==> config.mk <==
export PLATFORM = sky130hd
export DESIGN_NAME = seg7_reader
export DESIGN_NICKNAME = d
export VERILOG_FILES = /design/src/rtl/seg7_pkg.sv /design/src/rtl/seg7_pattern_decode.sv /design/src/rtl/seg7_reader.sv
export SDC_FILE = /design/constraint.sdc
export NUM_CORES = 1
export LEC_CHECK = 0
export ABC_AREA = 1
export ABC_CLOCK_PERIOD_IN_PS = 5200
export BUFFER_PORTS_ARGS = -buffer_cell sky130_fd_sc_hd__buf_2
export CAP_MARGIN = 30
export CELL_PAD_IN_SITES_DETAIL_PLACEMENT = 0
export CELL_PAD_IN_SITES_GLOBAL_PLACEMENT = 2
export CORE_MARGIN = 2
export CORE_UTILIZATION = 38
export DETAILED_ROUTE_END_ITERATION = 7
export GPL_TIMING_DRIVEN = 0
export PLACE_DENSITY_LB_ADDON = 0.1
export SLEW_MARGIN = 20
export SYNTH_ARGS = -nofsm -noshare
export SYNTH_HDL_FRONTEND = slang
export SYNTH_SLANG_ARGS = --single-unit
==> constraint.sdc <==
create_clock -name clk -period 5.2 [get_ports clk]
set_input_delay 1.04 -clock clk [delete_from_list [all_inputs] [get_ports clk]]
set_output_delay 1.04 -clock clk [all_outputs]
set_load 0.02 [all_outputs]
==> src/rtl/seg7_pkg.sv <==
// Shared segment encodings for the signed-digit 7-segment display interface.
package seg7_pkg;

  // Active-low segments, bit order [6]=a ... [0]=g.
  localparam logic [6:0] SEG_BLANK = 7'b1111111;
  localparam logic [6:0] SEG_MINUS = 7'b1111110;
  localparam logic [0:7][6:0] SEG_DIGIT = {
    7'b0000001, 7'b1001111, 7'b0010010, 7'b0000110,
    7'b1001100, 7'b0100100, 7'b0100000, 7'b0001111
  };

  typedef struct packed {
    logic [6:0] sign;
    logic [6:0] mag;
  } seg_pair_t;

  // Magnitude digit lookup result; mag=8 encodes the blank digit.
  typedef struct packed {
    logic       legal;
    logic [3:0] mag;
  } mag_dec_t;

  // Writer side: two's-complement value -> {sign, mag}; -8 is minus over blank.
  function automatic seg_pair_t seg7_encode(input logic [3:0] value);
    seg_pair_t  pair;
    logic [3:0] abs_v;
    abs_v     = value[3] ? 4'd0 - value : value;
    pair.sign = value[3] ? SEG_MINUS : SEG_DIGIT[0];
    pair.mag  = (abs_v == 4'd8) ? SEG_BLANK : SEG_DIGIT[abs_v[2:0]];
    return pair;
  endfunction

  // Reader side: magnitude digit -> 0..7, blank -> 8, anything else illegal.
  function automatic mag_dec_t seg7_mag_decode(input logic [6:0] mag);
    mag_dec_t dec;
    dec = '{legal: 1'b0, mag: 4'd0};
    if (mag == SEG_BLANK) dec = '{legal: 1'b1, mag: 4'd8};
    for (int i = 0; i < 8; i++) begin
      if (mag == SEG_DIGIT[i]) dec = '{legal: 1'b1, mag: 4'(i)};
    end
    return dec;
  endfunction

endpackage

==> src/rtl/seg7_pattern_decode.sv <==
// Combinational decode of a {sign, mag} segment pair to a legal flag and signed value.
module seg7_pattern_decode
  import seg7_pkg::*;
(
  input  logic [13:0] pair_i,
  output logic        legal_o,
  output logic [3:0]  value_o
);

  seg_pair_t pair;
  mag_dec_t  md;

  assign pair = pair_i;
  assign md   = seg7_mag_decode(pair.mag);

  // Positive excludes blank; negative excludes "0"; the blank magnitude under minus is -8.
  always_comb begin
    legal_o = 1'b0;
    value_o = 4'd0;
    if (md.legal) begin
      if (pair.sign == SEG_DIGIT[0] && md.mag != 4'd8) begin
        legal_o = 1'b1;
        value_o = md.mag;
      end else if (pair.sign == SEG_MINUS && md.mag != 4'd0) begin
        legal_o = 1'b1;
        value_o = 4'd0 - md.mag;
      end
    end
  end

endmodule

==> src/rtl/seg7_reader.sv <==
// Reader end of the signed-digit 7-segment interface: synchronise, debounce, decode,
// filter repeats and hand values over a valid/ready port.
module seg7_reader
  import seg7_pkg::*;
#(
  parameter int unsigned SYNC_STAGES   = 2,
  parameter int unsigned STABLE_CYCLES = 4,
  parameter int unsigned ERR_CNT_W     = 8
) (
  input  logic                 clk,
  input  logic                 rst_n,
  input  logic [6:0]           seg_mag,
  input  logic [6:0]           seg_sign,
  output logic [3:0]           out_value,
  output logic                 out_valid,
  input  logic                 out_ready,
  output logic                 err_pulse,
  output logic [ERR_CNT_W-1:0] err_cnt,
  output logic                 overflow,
  input  logic                 ovf_clr
);

  localparam int unsigned     CntW    = $clog2(STABLE_CYCLES + 1);
  localparam logic [CntW-1:0] CntSat  = CntW'(STABLE_CYCLES);
  localparam logic [CntW-1:0] CntFire = CntW'(STABLE_CYCLES - 1);

  seg_pair_t       sync_q [SYNC_STAGES];
  seg_pair_t       s;
  seg_pair_t       p_q;
  seg_pair_t       last_q;
  logic            first_q;
  logic [CntW-1:0] cnt_q;

  logic            dec_legal;
  logic [3:0]      dec_value;
  logic            stable;
  logic            commit;
  logic            accept;
  logic            push;
  logic            pop;
  logic            drop;

  assign s = sync_q[SYNC_STAGES-1];

  seg7_pattern_decode u_decode (
    .pair_i  (s),
    .legal_o (dec_legal),
    .value_o (dec_value)
  );

  // cnt sits at STABLE_CYCLES once past the fire point, so a held pattern commits only once.
  assign stable    = (s == p_q);
  assign commit    = stable && (cnt_q == CntFire);
  assign accept    = commit && (first_q || (s != last_q));
  assign push      = accept && dec_legal;
  assign err_pulse = accept && !dec_legal;
  assign pop       = out_valid && out_ready;
  assign drop      = push && out_valid && !out_ready;

  // Synchroniser chain on all 14 segment lines.
  always_ff @(posedge clk or negedge rst_n) begin
    if (!rst_n) begin
      for (int i = 0; i < SYNC_STAGES; i++) sync_q[i] <= '0;
    end else begin
      sync_q[0] <= '{sign: seg_sign, mag: seg_mag};
      for (int i = 1; i < SYNC_STAGES; i++) sync_q[i] <= sync_q[i-1];
    end
  end

  // Previous synced sample and saturating stability counter.
  always_ff @(posedge clk or negedge rst_n) begin
    if (!rst_n) begin
      p_q   <= '0;
      cnt_q <= '0;
    end else begin
      p_q <= s;
      if (!stable) begin
        cnt_q <= '0;
      end else if (cnt_q != CntSat) begin
        cnt_q <= cnt_q + 1'b1;
      end
    end
  end

  // Last-committed pattern; the first commit after reset always passes the filter.
  always_ff @(posedge clk or negedge rst_n) begin
    if (!rst_n) begin
      last_q  <= '0;
      first_q <= 1'b1;
    end else if (accept) begin
      last_q  <= s;
      first_q <= 1'b0;
    end
  end

  // Single-entry output register; a push while full and not popping is dropped.
  always_ff @(posedge clk or negedge rst_n) begin
    if (!rst_n) begin
      out_value <= 4'd0;
      out_valid <= 1'b0;
    end else if (push && (!out_valid || out_ready)) begin
      out_value <= dec_value;
      out_valid <= 1'b1;
    end else if (pop) begin
      out_valid <= 1'b0;
    end
  end

  // Sticky overflow flag; a new drop wins over a clear in the same cycle.
  always_ff @(posedge clk or negedge rst_n) begin
    if (!rst_n) begin
      overflow <= 1'b0;
    end else if (drop) begin
      overflow <= 1'b1;
    end else if (ovf_clr) begin
      overflow <= 1'b0;
    end
  end

  // Saturating count of illegal commits.
  always_ff @(posedge clk or negedge rst_n) begin
    if (!rst_n) begin
      err_cnt <= '0;
    end else if (err_pulse && (err_cnt != '1)) begin
      err_cnt <= err_cnt + 1'b1;
    end
  end

endmodule

======== Word-level counts from Yosys, hierarchy flattened ========
Index checks and enable logic that the tools add are counted.
storage, ports and cells
  memories kept ........................... 0
  flip-flop bits (word level) ............. 74
  input port bits ......................... 18
  memory bits (writable) .................. 0
  logic and storage cells ................. 75
  bits in latches ......................... 0
  memory bits (read-only) ................. 0
cells by class
  reductions and logical operators ........ 19
  shifts and indexed selects .............. 0
  div/mod/pow operators ................... 0
  order comparisons ....................... 0
  equal/unequal tests ..................... 18
  muxes and demuxes ....................... 21
  bitwise logic cells ..................... 0
  add/sub/neg operators ................... 3
  multipliers ............................. 0
operators by type and width
  kind                                                               count
  5-bit 2-to-1 mux                                                   9
  7-bit == test, second input constant                               4
  14-bit == test                                                     1
  7-bit by 1-bit == test with 1-bit output, second input constant    2
  7-bit by 6-bit == test with 1-bit output, second input constant    2
  14-bit != test                                                     1
  4-bit 2-to-1 mux                                                   3
  1-bit logical AND                                                  11
  8-bit by 1-bit adder with 8-bit output, second input constant      1
  8-bit != test, second input constant                               1
  7-bit by 3-bit == test with 1-bit output, second input constant    1
  7-bit by 4-bit == test with 1-bit output, second input constant    1
  7-bit by 5-bit == test with 1-bit output, second input constant    1
  1-bit 2-to-1 mux                                                   7
  3-bit 2-to-1 mux                                                   2
  4-bit != test, second input constant                               1
  2-bit nonzero test                                                 2
  4-bit nonzero test                                                 1
  1-bit by 4-bit subtractor with 4-bit output, first input constant  1
  3-bit by 1-bit adder with 3-bit output, second input constant      1
  3-bit by 2-bit == test with 1-bit output, second input constant    1
  1-bit zero test                                                    3
  3-bit != test, second input constant                               1
  1-bit logical OR                                                   2
  2-bit by 1-bit != test with 1-bit output, second input constant    1

======== Depth between registers and ports, before layout ========
Gate-level depths: netlist of the first run.
  depth after elaboration ................. 19
  depth in mapped cells ................... 19
  gate-level depth less buffers ........... 17

======== By module ========
From an unflattened synthesis of the first run, not the netlist that was laid out.
unflattened totals
  cell total of the unflattened synthesis .. 422
  area total of the unflattened synthesis .. 3,445.8 um^2
modules (own cells, without submodules)
  module               times used  seq. area each (um^2)  cells each  area an instance (um^2)
  seg7_reader          1           1,853.0                327         3,001.6
  seg7_pattern_decode  1           0.0                    95          444.2

======== Least setup slack after synthesis of the first run ========
No wires, ideal clock.
  kind .................................... reg-to-output
  from .................................... reg sync_q, in the netlist s[2]
  to ...................................... out err_pulse
  data required time ...................... 4.160 ns
  arrival time ............................ 2.023 ns
  stages on the path, launching flop included .. 16
  buffers on the path ..................... 1
  setup slack ............................. 2.137 ns
  cell sequence ........................... dfrtp_1 buf_6 nand2_1 inv_1 nand2_2 nor2_1 inv_1 nand2_1 nor3_1 ha_1 inv_1 a21oi_1 nand3_1 nand2_2 a21oi_1 nor2_1
on the way
  longest elaborated chain between the ends .. 17
  elaborated cells between the ends (all ways) .. 32
RTL lines
  element                         line                       text
  start: declaration              seg7_reader.sv:27          seg_pair_t sync_q [SYNC_STAGES];
  7-bit == test                   seg7_pkg.sv:37             if (mag == SEG_BLANK) dec = '{legal: 1'b1, mag: 4'd8};
  5-bit 2-to-1 mux                seg7_pkg.sv:37
  5-bit 2-to-1 mux (8 in series)  seg7_pkg.sv:39             if (mag == SEG_DIGIT[i]) dec = '{legal: 1'b1, mag: 4'(i)};
  4-bit nonzero test              seg7_pattern_decode.sv:24  end else if (pair.sign == SEG_MINUS && md.mag != 4'd0) begin
  1-bit logical AND               seg7_pattern_decode.sv:24
  1-bit 2-to-1 mux                seg7_pattern_decode.sv:24
  1-bit 2-to-1 mux                seg7_pattern_decode.sv:21  if (pair.sign == SEG_DIGIT[0] && md.mag != 4'd8) begin
  1-bit 2-to-1 mux                seg7_pattern_decode.sv:20  if (md.legal) begin
  1-bit zero test                 seg7_reader.sv:56          assign err_pulse = accept && !dec_legal;
  1-bit logical AND *             seg7_reader.sv:56
  end: declaration                seg7_reader.sv:17          output logic err_pulse,
Mark *: on every way between the ends. The rest lies on a longest branch, timed or not.

======== Worst setup path in the final report of the first run ========
  from .................................... reg sync_q, in the netlist s[1]
  to ...................................... out err_pulse
Same word-level chain as after synthesis.

==> impl_metrics.yaml, run 1 <==
critical_path:
  endpoint_kind: "output pin"
  critPathKind: "reg -> out"
  r2r_start: "s[1]$_DFF_PN0_"
  cp.required_ns: 4.16
  worstPathArrival_ns: 2.71
  startpoint_type: "register"
  rr_worst_depth: 18
  regToRegSetupSlack_ns: 2.60
  r2r_end: "out_value[3]$_DFFE_PN0P_"
  critPathMaxFanout: 7
sta:
  worstMarginPinSlew_ns: 0.453
  hold_viol: 0
  tns_ns: 0
  timing.final.crit_share: 0.721
  timing.final.max_slew_violations: 0
  rsz0062_at_grt: "false"
  setup_violations: 0
  finClkSkew_ns: 0.00813
  final.setup.worst_slack_ns: 1.45
  layout_min_cycle_time_ns: 3.75
  fmaxAchievable_mhz: 267
  slew_headroom: 0.696
yosys:
  avgSynthCellArea_um2: 8.19
  syn-num-nets: 451
  ys_seq_elements: 74
  synthCells: 428
  synth_area_um2: 3510
  synth_edf_count: 0
  synth.yosys.seq_area_share: 0.529
  synth_ff_type: "dfrtp_1"
  ys_types: 28
  synth_warnings: 0
  ys_async_sr_fraction: 1.00
global_route:
  grt_overflow: 0
  antenna_found_initial: 0
  grt_pass1_wl_um: 12200
  grt_max_degree: 49
  grt_usage: 0.158
  grt_pass1_vias: 2542
route:
  detail_route.wirelength_um: 7190
  drc: 0
  drt_iter0_markers: 91
  wl_per_cell_um: 12.3
  firstDrtPassIters: 4
  ant_nets: 0
  vias_per_cell: 4.49
  vias: 2638
pwr:
  leakagePower_uw: 0.00211
  p_per_area_nw_per_um2: 275
  peakVddDrop_mv: 0.142
final_layout:
  drive_above_1_share: 0.162
  layout_commonest_cell: "nand2_1"
  fin_util: 0.442
  antenna_cells: 0
  fin_nets: 495
  fillers: 948
  syn_to_final_growth_pct: 14.8
  layout_common_cells: "nand2_1 (147), dfrtp_1 (73), inv_1 (59)"
worst_hold_path:
  hold_path_end: "s[13]$_DFF_PN0_"
  hold_path_class: "reg -> reg"
  holdCritStartpoint: "sync_q[27]$_DFF_PN0_"
  min_path_cells: 0
floorplanning:
  die_w_um: 100
  row_count: 35
  dieArea_um2: 10000
  start_util: 0.385
  die_h_um: 100
  core_um2: 9110
  ios: 33
placed_design:
  portBuffers: 32
  hpwl_um: 5290
  place_ws_ns: 1.84
  gp_congestion: 0.763
clock_network:
  cts_tree: "yes"
  cts_num_sinks: 74
  h-tree-depth: 3
  ctsResizeCount: 0
  numCtsBuffers: 9
  post_cts_buffers: 0
  cts-root-buf: "clkbuf_8"
  holdBufCountCts: 0
  insertion_delay_ns: 0.34
  clk_path_buf_depth: 2
  path_clk_slew_ns: 0.08
status:
  outcome: "finished, final reports clean"
job:
  cap_viol_max_count: 0
cells in the mapped netlist, types with 2 or more instances:
master,n,area share
inv_1,59,0.063
nand3_2,2,0.0057
ha_1,5,0.018
nand2_1,147,0.16
inv_2,3,0.0032
xnor2_1,9,0.022
xor2_1,4,0.010
nor2_1,52,0.056
buf_6,5,0.016
o21ai_0,5,0.0071
a21oi_1,6,0.0086
nand2_2,5,0.0089
nor3_1,2,0.0029
nand3_1,15,0.021
dfrtp_1,73,0.52
o21ai_1,9,0.013
nand4_1,11,0.020
o21ai_2,2,0.0050
nor2_2,5,0.0089
worst max-delay path: stages, from the launching register on:
cell and delay (ns):
dfrtp_1 0.46, inv_1 0.17, nor2_1 0.07, nand2_1 0.06, nor2_1 0.05, inv_1 0.05
nand2_1 0.04, nor3_1 0.36, ha_1 0.29, inv_1 0.08, a21oi_1 0.12, nand3_1 0.13
nand2_2 0.13, a21oi_1 0.09, nor2_1 0.11, buf_2 0.17
routing by layer:
| layer | vias up | track usage | share of wire |
|---|---|---|---|
| met2 | 36 | 0.255 | 0.48 |
| met5 | - | 0 | 0 |
| met1 | 1204 | 0.210 | 0.49 |
| met3 | 5 | 0.0334 | 0.026 |
| met4 | 0 | 0.0601 | 0.010 |
| li1 | 1393 | - | - |
cell families (layout without fill, tap and decap cells):
logic type | after synthesis | after routing | synth area share
AND/OR/NAND/NOR | 244 | 244 | 0.300
flip-flops | 74 | 74 | 0.529
adder cells (fa/ha/maj) | 5 | 5 | 0.0178
buffers and inverters | 69 | 117 | 0.0857
XOR/XNOR | 13 | 13 | 0.0325
AO/OA/AOI/OAI | 23 | 23 | 0.0357
power breakdown:
part           internal [µW]  switching, µW  leakage [µW]
combinational           24.0           40.6       0.00109
clock                    220            216     0.0000917
sequential               591           13.7      0.000933
stage by stage:
stage | hold slack, ns | total power (µW) | instance area [µm²] | std cells
final | 0.351 | 1110 | 4030 | 587
after global routing | 0.360 | 1170 | 4030 | 587
after CTS | 0.353 | 1130 | 4030 | 587
after detailed placement | 0.335 | 684 | 3830 | 572
after global placement | 0.331 | 680 | 3800 | 571
after floorplan | 0.331 | 650 | 3510 | 428
state kept, by name, summed over array words and instances, names as in the netlist:
signal	flops
p_q	14
s	14
sync_q	14
err_cnt	8
out_value	4
cnt_q	3
overflow	1
last_q	14
out_valid	1
first_q	1
final cells by class:
cell class | count | area, µm² | share of cell area
Clock inverter | 6 | 67.6 | 0.0168
Sequential cell | 74 | 1850 | 0.460
Timing Repair Buffer | 33 | 190 | 0.0472
Clock buffer | 9 | 124 | 0.0308
Multi-Input combinational cell | 285 | 1350 | 0.336
Tap cell | 111 | 139 | 0.0345
Inverter | 63 | 239 | 0.0594
Buffer | 6 | 61.3 | 0.0152
how the worst max path moves through the flow:
stage / start / endpoint / slack (ns) / cells after the start
2_1_floorplan: s[2]$_DFF_PN0_ / err_pulse / 2.14 / 15
3_3_place_gp: s[2]$_DFF_PN0_ / err_pulse / 1.80 / 16
3_5_place_dp: s[3]$_DFF_PN0_ / err_pulse / 1.84 / 15
4_1_cts: s[2]$_DFF_PN0_ / err_pulse / 1.43 / 16
5_1_grt: s[6]$_DFF_PN0_ / err_pulse / 1.18 / 14
6_report: s[1]$_DFF_PN0_ / err_pulse / 1.45 / 15
No activity file was read; power rests on OpenSTA's default activity.
==> inputs of run 2 (changes only) <==
--- a/config.mk
+++ b/config.mk
@@ -6,13 +6,13 @@
 export NUM_CORES = 1
 export LEC_CHECK = 0
 export ABC_AREA = 1
-export ABC_CLOCK_PERIOD_IN_PS = 5200
+export ABC_CLOCK_PERIOD_IN_PS = 3230
 export BUFFER_PORTS_ARGS = -buffer_cell sky130_fd_sc_hd__buf_2
 export CAP_MARGIN = 30
 export CELL_PAD_IN_SITES_DETAIL_PLACEMENT = 0
 export CELL_PAD_IN_SITES_GLOBAL_PLACEMENT = 2
 export CORE_MARGIN = 2
-export CORE_UTILIZATION = 38
+export CORE_UTILIZATION = 32
 export DETAILED_ROUTE_END_ITERATION = 7
 export GPL_TIMING_DRIVEN = 0
 export PLACE_DENSITY_LB_ADDON = 0.1
==> constraint.sdc (replaced) <==
create_clock -name clk -period 3.23 [get_ports clk]
set_input_delay 0.646 -clock clk [delete_from_list [all_inputs] [get_ports clk]]
set_output_delay 0.646 -clock clk [all_outputs]
set_load 0.02 [all_outputs]
==> run 2 against run 1 <==
Against the previous run:
- combinational power up 75%
- non-clock buffer count is 6 higher
- worst setup slack worse by 1.3 ns
- sequential share of layout area fell by 1.3 points
- first-iteration DRC count rose by 45%
- cell area grew 3.2%
- utilization fell by 5.5 points
- via count up 1.3%
- routed wire length up 7.0%
- critical path depth rose by 1
- flip-flop and latch count did not move
- clock-buffer cell count stayed put
- critical path type unchanged
- critical endpoint unchanged
- largest power group unchanged
- highest routed layer unchanged
==> impl_metrics.yaml, run 2 (synthesis results as in run 1) <==
route:
  wl_per_cell_um: 12.4
  vias: 2673
  ant_nets: 0
  drc: 0
  vias_per_cell: 4.30
  firstDrtPassIters: 4
  detail_route.wirelength_um: 7700
  drt_iter0_markers: 132
final_layout:
  syn_to_final_growth_pct: 18.6
  layout_commonest_cell: "nand2_1"
  drive_above_1_share: 0.214
  fin_util: 0.387
  fillers: 1156
  fin_nets: 501
  layout_common_cells: "nand2_1 (144), dfrtp_1 (68), inv_1 (57)"
  antenna_cells: 0
  finalNonFillerCells: 622
placed_design:
  dpl.cell_count: 601
  hpwl_um: 5530
  portBuffers: 32
  gp_congestion: 0.758
floorplanning:
  ios: 33
  die_w_um: 109
  start_util: 0.326
  die_h_um: 109
  row_count: 38
  core_um2: 10700
  dieArea_um2: 11800
critical_path:
  startpoint_type: "register"
  critPathMaxFanout: 5
  cp.required_ns: 2.58
  endpoint_kind: "output pin"
  worstPathArrival_ns: 2.40
  regToRegSetupSlack_ns: 0.81
  critPathKind: "reg -> out"
  r2r_end: "out_value[1]$_DFFE_PN0P_"
  r2r_start: "s[4]$_DFF_PN0_"
  rr_worst_depth: 18
clock_network:
  clk_path_buf_depth: 2
  numCtsBuffers: 9
  holdBufCountCts: 0
  cts-root-buf: "clkbuf_8"
  insertion_delay_ns: 0.35
  h-tree-depth: 3
  cts_num_sinks: 74
  cts_tree: "yes"
  path_clk_slew_ns: 0.09
sta:
  timing.final.crit_share: 0.944
  slew_headroom: 0.727
  finClkSkew_ns: 0.0107
  timing.final.max_slew_violations: 0
  hold_viol: 0
  layout_min_cycle_time_ns: 3.05
  fmaxAchievable_mhz: 328
  worstMarginPinSlew_ns: 0.407
  holdWs_ns: 0.204
  setup_violations: 0
pwr:
  peakVddDrop_mv: 0.207
  p_per_area_nw_per_um2: 417
  leakagePower_uw: 0.00213
  total_power_uw: 1730
job:
  cap_viol_max_count: 0
global_route:
  grt_overflow: 0
  grt_usage: 0.145
  antenna_found_initial: 0
  grt_pass1_wl_um: 13000
  grt_pass1_vias: 2609
  grt_max_degree: 48
status:
  outcome: "finished, final reports clean"
worst_hold_path:
  hold_path_class: "in -> async"
-- run 2: worst max-delay path by stage --
| stage | slack (ns) | from | end | depth (start not counted) |
|---|---|---|---|---|
| floorplan | 0.56 | s[2]$_DFF_PN0_ | err_pulse | 15 |
| global placement | 0.21 | s[4]$_DFF_PN0_ | err_pulse | 14 |
| detailed placement | 0.23 | s[2]$_DFF_PN0_ | err_pulse | 16 |
| CTS | 0.02 | s[4]$_DFF_PN0_ | err_pulse | 14 |
| global route | -0.02 | s[0]$_DFF_PN0_ | err_pulse | 16 |
| finish | 0.18 | s[2]$_DFF_PN0_ | err_pulse | 16 |
-- run 2: worst max-delay path, cell delays in order, from the launching register on --
cell	delay, ns
dfrtp_1	0.39
buf_6	0.13
nand2_2	0.06
inv_1	0.06
nand2_2	0.11
nor2_2	0.05
inv_1	0.06
nand2_2	0.06
nor3_4	0.20
ha_2	0.22
inv_2	0.06
a21oi_2	0.11
nand3_2	0.10
nand2_2	0.10
a21oi_2	0.06
nor2_1	0.12
buf_4	0.16
-- run 2: repair_timing --
item / 4_1_cts / 5_1_grt
pin swaps: 0 / 5
setup endpoints to repair: 1 / 1
setup buffers: 0 / 6
resized for setup: 4 / 21
-- run 2: layout make-up --
type                            count  area, µm²  share of cell area
Sequential cell                    74       1860               0.447
Inverter                           63        239              0.0575
Multi-Input combinational cell    285       1420               0.341
Timing Repair Buffer               39        238              0.0572
Clock inverter                      6       43.8              0.0105
Tap cell                          140        175              0.0421
Buffer                              6       61.3              0.0148
Clock buffer                        9        124              0.0298
-- run 2: layer usage --
layer  part of all wire  GRT usage  vias up
met4              0.016     0.0577        0
met5                  0          0        -
met3              0.022     0.0233       11
met1               0.50      0.200     1234
met2               0.46      0.227       25
li1                   -          -     1403
-- run 2: report_power, final --
| part | leakage [µW] | internal, µW | total, µW | switching [µW] |
|---|---|---|---|---|
| Clock | 0.0000737 | 275 | 645 | 369 |
| Sequential | 0.000928 | 953 | 976 | 22.9 |
| Combinational | 0.00113 | 43.3 | 113 | 69.5 |
-- run 2: per-stage QoR --
stage | instance area [µm²] | setup WS, ns | setup TNS [ns]
finish | 4160 | 0.180 | 0
floorplan | 3510 | 0.561 | 0
global placement | 3840 | 0.212 | 0
global route | 4160 | -0.0175 | -0.0175
detailed placement | 3870 | 0.227 | 0
CTS | 4060 | 0.0199 | 0
